$ cat config.mk
export PLATFORM = sky130hd
export DESIGN_NAME = wta_1
export DESIGN_NICKNAME = d
export VERILOG_FILES = /design/src/rtl/wta_pkg.sv /design/src/rtl/wta_prio_enc.sv /design/src/rtl/wta_1.sv
export SDC_FILE = /design/constraint.sdc
export NUM_CORES = 1
export LEC_CHECK = 0
export CORE_MARGIN = 4
export CORE_UTILIZATION = 31
export CTS_CLUSTER_DIAMETER = 200
export DETAILED_ROUTE_END_ITERATION = 16
export PLACE_DENSITY = 0.52
export SETUP_SLACK_MARGIN = 0.4
export SLEW_MARGIN = 20
export SYNTH_ARGS = -nofsm -noshare
export SYNTH_HDL_FRONTEND = slang
export SYNTH_SLANG_ARGS = --single-unit
$ cat constraint.sdc
create_clock -name clk -period 3 [get_ports clk]
set_input_delay 0.6 -clock clk [delete_from_list [all_inputs] [get_ports clk]]
set_output_delay 0.6 -clock clk [all_outputs]
set_load 0.02 [all_outputs]
$ cat src/rtl/wta_pkg.sv
// wta_pkg: shared constants and helpers for the 1-WTA inhibition stage.
// Provides counter-width sizing and the lowest-index one-hot selector.
package wta_pkg;

    // Widest spike vector the priority helper handles.
    localparam int WTA_MAX_INPUTS = 64;

    typedef logic [WTA_MAX_INPUTS-1:0] wta_vec_t;

    // Bits needed to hold values 0..n-1 (at least one bit).
    function automatic int cnt_width(input int n);
        return (n <= 2) ? 1 : $clog2(n);
    endfunction

    // Isolates the lowest set bit: v & -v.
    function automatic wta_vec_t lowest_onehot(input wta_vec_t v);
        return v & (~v + wta_vec_t'(1));
    endfunction

endpackage

$ cat src/rtl/wta_prio_enc.sv
// wta_prio_enc: lowest-index-wins priority encoder for spike vectors.
// Ports: spikes (in), onehot (lowest set bit), valid (any bit set).
module wta_prio_enc
    import wta_pkg::*;
#(
    parameter int NUM_INPUTS = 8
) (
    input  logic [NUM_INPUTS-1:0] spikes,
    output logic [NUM_INPUTS-1:0] onehot,
    output logic                  valid
);

    wta_vec_t ext;
    wta_vec_t oh_ext;

    assign ext    = wta_vec_t'(spikes);
    assign oh_ext = lowest_onehot(ext);
    assign onehot = oh_ext[NUM_INPUTS-1:0];
    // Upper bits of oh_ext are always zero, so this equals |spikes.
    assign valid  = |oh_ext;

endmodule

$ cat src/rtl/wta_1.sv
// wta_1: 1-winner-take-all lateral inhibition over one gamma cycle.
// Ports: clk, rst (async, active-low), input_spikes, output_spikes.
module wta_1
    import wta_pkg::*;
#(
    parameter int GAMMA_CYCLE_WIDTH = 16,
    parameter int PULSE_WIDTH       = 8,
    parameter int NUM_INPUTS        = 8
) (
    input  logic                  clk,
    input  logic                  rst,
    input  logic [NUM_INPUTS-1:0] input_spikes,
    output logic [NUM_INPUTS-1:0] output_spikes
);

    localparam int GW = cnt_width(GAMMA_CYCLE_WIDTH);
    localparam int PW = cnt_width(PULSE_WIDTH + 1);

    localparam logic [GW-1:0] GAMMA_LAST = GW'(GAMMA_CYCLE_WIDTH - 1);
    localparam logic [GW-1:0] GAMMA_ONE  = GW'(1);
    localparam logic [PW-1:0] PULSE_LOAD = PW'(PULSE_WIDTH);
    localparam logic [PW-1:0] PULSE_ONE  = PW'(1);

    logic [GW-1:0]         gamma_cnt;
    logic [PW-1:0]         pulse_cnt;
    logic                  lock;
    logic [NUM_INPUTS-1:0] prev;
    logic [NUM_INPUTS-1:0] new_spikes;
    logic [NUM_INPUTS-1:0] winner;
    logic                  win_valid;
    logic                  wrap;
    logic                  open;

    assign new_spikes = input_spikes & ~prev;
    assign wrap       = (gamma_cnt == GAMMA_LAST);
    // The wrap edge already belongs to the next gamma cycle.
    assign open       = ~lock | wrap;

    wta_prio_enc #(
        .NUM_INPUTS(NUM_INPUTS)
    ) u_prio (
        .spikes(new_spikes),
        .onehot(winner),
        .valid (win_valid)
    );

    always_ff @(posedge clk or negedge rst) begin
        if (!rst) begin
            gamma_cnt     <= '0;
            pulse_cnt     <= '0;
            lock          <= 1'b0;
            prev          <= '0;
            output_spikes <= '0;
        end else begin
            prev      <= input_spikes;
            gamma_cnt <= wrap ? '0 : gamma_cnt + GAMMA_ONE;
            if (open && win_valid) begin
                output_spikes <= winner;
                lock          <= 1'b1;
                pulse_cnt     <= PULSE_LOAD;
            end else if (wrap) begin
                output_spikes <= '0;
                lock          <= 1'b0;
                pulse_cnt     <= '0;
            end else if (pulse_cnt == PULSE_ONE) begin
                output_spikes <= '0;
                pulse_cnt     <= '0;
            end else if (pulse_cnt != '0) begin
                pulse_cnt <= pulse_cnt - PULSE_ONE;
            end
        end
    end

endmodule

==> results of run 1 <==
[sequential cells by signal, indices dropped and copies added, names as in the netlist]
signal         flops
output_spikes      8
prev               8
gamma_cnt          4
pulse_cnt          4
lock               1
[layout make-up]
type,count,area [um^2],share of cell area
clock buffers,3,41.3,0.0289
repair buffers,18,178,0.124
multi-input cells,68,512,0.358
clock inverters,1,5.00,0.00350
flip-flops and latches,25,626,0.437
well taps,46,57.6,0.0402
inverters,3,11.3,0.00787
[routing by layer]
| metal | vias to the layer above | part of all wire |
|---|---|---|
| li1 | 377 | - |
| met1 | 367 | 0.48 |
| met2 | 12 | 0.50 |
| met3 | 0 | 0.023 |
| met4 | 0 | 0 |
| met5 | - | 0 |
[cell families (layout without fill, tap and decap cells)]
logic type                 Yosys count  count (layout)  synth area share
adders and majority gates            3               3            0.0324
and+or+nand+nor                     46              46             0.263
muxes                                4               4            0.0345
buffers and inverters                4              25            0.0194
AOI/OAI and AO/OA                   13              13            0.0960
xor gates and xnor gates             2               2            0.0151
DFF                                 25              25             0.539
[per-stage QoR]
step / power, W / util
after floorplan: 0.000421 / -
after global placement: 0.000460 / 0.399
after global routing: 0.000688 / 0.412
after detailed placement: 0.000460 / 0.399
final: 0.000649 / 0.412
after CTS: 0.000662 / 0.412
[placed cells by master, fill, tap and decap left out, types with 2 or more instances in the layout]
master	Yosys	final
mux2i_1	4	4
nor3_1	2	2
nand2_1	13	13
ha_1	3	3
o21ai_0	2	2
nor2b_1	2	2
xor2_1	2	2
clkdlybuf4s50_1	0	17
nor2_1	4	4
nand2b_1	4	4
a21oi_1	3	3
dfrtp_1	25	25
nor3_2	3	3
nor2b_2	2	2
inv_1	3	3
nand3_1	4	4
nand3b_1	2	2
clkbuf_8	0	3
o21ai_1	4	4
nor2b_4	2	2
[path summary, 6_finish.rpt]
path,to,start,slack [ps]
max in group asynchronous,prev[6]$_DFF_PN0_,rst,2070
setup / recovery,output_spikes[1]$_DFFE_PN0P_,input_spikes[0],840
min in group asynchronous,gamma_cnt[2]$_DFF_PN0_,rst,700
hold / removal,gamma_cnt[0]$_DFF_PN0_,gamma_cnt[0]$_DFF_PN0_,490
hold reg to reg,gamma_cnt[0]$_DFF_PN0_,gamma_cnt[0]$_DFF_PN0_,490
setup reg to reg,output_spikes[1]$_DFFE_PN0P_,gamma_cnt[0]$_DFF_PN0_,1190
[critical path, cell delays in order]
cell and delay [ps]:
clkdlybuf4s50_1 490, nor2b_2 260, nor3_2 100, a32oi_2 650, mux2i_1 250
[report_power, final]
group	total, W	internal, W	switching, W
Clock	0.000197	0.0000927	0.000104
Combinational	0.0000876	0.0000435	0.0000441
Sequential	0.000364	0.000353	0.0000110
Total	0.000649	0.000490	0.000159
==> out/results.ini, run 1 <==
[outcome]
run_status = completed

[logic_synthesis]
ys_ff_latch = 25
synth_top_cell_area_share = 0.539
synthTopCellsByArea = dfrtp_1 (54%), nand2_1 (4.2%), mux2i_1 (3.5%)
synth_commonest_cells = dfrtp_1 (25), nand2_1 (13)
seq_area_frac_synth = 0.539
yosysWarnings = 0
yosysMostFrequentCell = dfrtp_1
avgSynthCellArea_um2 = 12.0
syn-num-nets = 110
synth.largest_area_cell = dfrtp_1
synth_enable_flop_cells = 0
synth-async-reset-ratio = 1.00
netlist-cell-type-count = 31
syn_inst = 97
netlist_area_um2 = 1160
synthFlopType = dfrtp_1

[placement]
numPortBuffers = 17
place_hpwl_mm = 1.51
dp_slack_ps = 565
dp_cells = 160
placed_area_um2 = 1380
gp_congestion = 0.689

[die]
start_util = 0.334
std_cell_rows = 21
die_w_um = 69.2
io_pins = 18
die-area_um2 = 4780
dieHeight_um = 69.2
core_area_um2 = 3470

[global_route]
use_met1 = 0.118
use_met3 = 0.0131
grt_most_used_layer = met2
grt_max_degree = 26
grt_pass1_vias = 805
grt_usage = 0.0909
gr-usage-met2 = 0.154
overflow = 0
grt_pass1_wl_mm = 3.66
antenna_found_initial = 0

[critical_path]
worstPathRequired_ps = 3190
start_kind = input port
path_max_fanout = 12
arrival_ps = 2350
endpoint_kind = register
path_class = in -> reg
ff2ff_path_depth = 4

[route]
via_count = 756
ant_nets = 0
first_pass_iters = 4
viasPerCell = 4.61
post_drt_wl_per_cell_um = 12.5
remaining_drc_errors = 0
first_iter_violations = 13
routed_wirelength_mm = 2.05

[cells_and_area]
fin_nets = 132
syn_to_final_growth_pct = 23.3
final_cell_count_no_fill = 164
n_antenna_cell = 0
num-fill-cells = 358
finalInstanceArea_um2 = 1430
drive_above_1_share = 0.153

[cts]
cts_root_buf = clkbuf_8
max-clock-path-buffers = 2
cts_setup_buffers = 0
cts_tree = yes
cts.repair.resized = 0
clk_pin_slew_ps = 90
clock_sinks = 25
postCtsHoldBufs = 0
insertion_delay_ps = 260
cts_buffers = 3
htree_levels = 1

[min_path]
min_path_cells = 1
hp-class = reg -> reg

[sta]
timing.final.ws_setup_ps = 838
fmax_ghz = 0.463
holdWs_ps = 494
finalCritPeriodShare = 0.721
clock_skew_ps = 3.21
finalMaxSlewViolations = 0
fin_tns_setup_ps = 0
fin_crit_ps = 2160
setup_viol = 0
finalHoldViolations = 0
rsz0062_at_grt = no
relSlewSlack = 0.502
worst_pin_slew_ps = 747

[pwr]
power_leakage_nw = 0.600
peakVddDrop_mv = 0.232
powerDensity_nw_per_um2 = 454

[job]
drv_cap = 0

Note: power is estimated with default switching activity, not from simulation.
==> run 2: changes to the inputs <==
clock period = 2.18 ns   (was 3 ns; I/O delays follow)
==> out/results.ini, run 2 (synthesized netlist as in run 1, its figures left out) <==
[cells_and_area]
mostFrequentLayoutCells = dfrtp_1 (25), clkdlybuf4s50_1 (17), nand2_1 (13)
num-fill-cells = 360
largestRegisters = output_spikes (8), prev (8)
final_cell_count_no_fill = 168
final_common_cell = dfrtp_1
syn_to_final_growth_pct = 26.6
drive_above_1_share = 0.172
n_antenna_cell = 0
multiInputGateArea_um2 = 522
fin_nets = 136
register_area_um2 = 626

[pwr]
powerDensity_nw_per_um2 = 608
power_leakage_nw = 0.625
peakVddDrop_mv = 0.241

[route]
viasPerCell = 4.70
first_pass_iters = 4
routed_wirelength_mm = 2.04
via_count = 790
first_iter_violations = 19
remaining_drc_errors = 0
post_drt_wl_per_cell_um = 12.2
ant_nets = 0

[global_route]
grt_most_used_layer = met2
overflow = 0
use_met3 = 0.0218
antenna_found_initial = 0
use_met1 = 0.116
gr-usage-met2 = 0.163
grt_pass1_vias = 838
grt_usage = 0.0931
grt_max_degree = 26
grt_pass1_wl_mm = 3.73

[cts]
max-clock-path-buffers = 2
cts_buffers = 3
clk_pin_slew_ps = 80
insertion_delay_ps = 260
cts_tree = yes
clock_sinks = 25
cts_root_buf = clkbuf_8
postCtsHoldBufs = 0
htree_levels = 1

[die]
core_area_um2 = 3470
die_w_um = 69.2
dieHeight_um = 69.2
die-area_um2 = 4780
std_cell_rows = 21
io_pins = 18
start_util = 0.334

[critical_path]
worstPathRequired_ps = 2360
path_class = in -> reg
start_kind = input port
path_max_fanout = 12
ff2ff_path_depth = 5
endpoint_kind = register
arrival_ps = 1870
reg2reg_slack_ps = 550
r2r-start = gamma_cnt[0]$_DFF_PN0_
r2r_end = output_spikes[7]$_DFFE_PN0P_

[job]
drv_cap = 0

[sta]
relSlewSlack = 0.755
finalMaxSlewViolations = 0
fin_crit_ps = 1690
finalCritPeriodShare = 0.775
clock_skew_ps = 5.24
rsz0062_at_grt = no
setup_viol = 0
fin_tns_setup_ps = 0
finalHoldViolations = 0
worst_pin_slew_ps = 368
fmax_ghz = 0.592

[placement]
gp_congestion = 0.706
numPortBuffers = 17
dp_cells = 162
place_hpwl_mm = 1.54

[outcome]
run_status = completed

[min_path]
hold_end = gamma_cnt[0]$_DFF_PN0_
min_from = gamma_cnt[0]$_DFF_PN0_
min_path_cells = 1
hp-class = reg -> reg

run 2: changes by cell type in the layout (fill, tap and decap cells not counted), sizes merged:
cell    change
buf         +4
clkbuf      +1
clkinv      -1
run 2: critical path: stages:
cell             delay [ps]
clkdlybuf4s50_1         510
nor2b_4                 210
nor3_2                   80
a32oi_2                 210
buf_4                   220
mux2i_1                 200
run 2: per-layer routing:
| metal | up-vias | wire length [um] |
|---|---|---|
| met3 | 2 | 87 |
| met1 | 385 | 886 |
| li1 | 387 | - |
| met5 | - | 0 |
| met4 | 0 | 10 |
| met2 | 16 | 1060 |
run 2: area by class of cell:
class	count	area share
repair buffers	22	0.141
well taps	46	0.0392
flip-flops and latches	25	0.426
clock buffers	4	0.0307
multi-input cells	68	0.355
inverters	3	0.00767
run 2: worst max path at each step:
stage | slack (ps) | from | to
after floorplan | 620 | gamma_cnt[0]$_DFF_PN0_ | pulse_cnt[0]$_DFFE_PN0P_
after global placement | 220 | input_spikes[0] | output_spikes[0]$_DFFE_PN0P_
after detailed placement | 170 | input_spikes[0] | output_spikes[1]$_DFFE_PN0P_
after CTS | 430 | input_spikes[0] | output_spikes[1]$_DFFE_PN0P_
after global routing | 400 | input_spikes[0] | output_spikes[3]$_DFFE_PN0P_
final | 490 | input_spikes[0] | output_spikes[1]$_DFFE_PN0P_
run 2: stage by stage:
step | setup WS [ps] | utilization | total power, W | hold slack, ps | cell area (um^2)
after global routing | 403 | 0.424 | 0.000948 | 525 | 1470
after floorplan | 622 | - | 0.000579 | 140 | 1160
after global placement | 216 | 0.403 | 0.000633 | 479 | 1400
final | 491 | 0.424 | 0.000893 | 491 | 1470
after detailed placement | 167 | 0.403 | 0.000635 | 482 | 1400
after CTS | 434 | 0.416 | 0.000905 | 494 | 1440
run 2: report_power, final:
group | switching (W) | internal, W | total, W | leakage [nW]
Combinational | 0.0000610 | 0.0000631 | 0.000124 | 0.297
Clock | 0.000136 | 0.000130 | 0.000266 | 0.0228
Sequential | 0.0000164 | 0.000486 | 0.000503 | 0.305
Total | 0.000213 | 0.000680 | 0.000893 | 0.625
run 2: timing repair:
item / CTS / global route
buffers inserted: 0 / 2
endpoints found under the setup margin: 0 / 6
gates resized for setup: 0 / 2
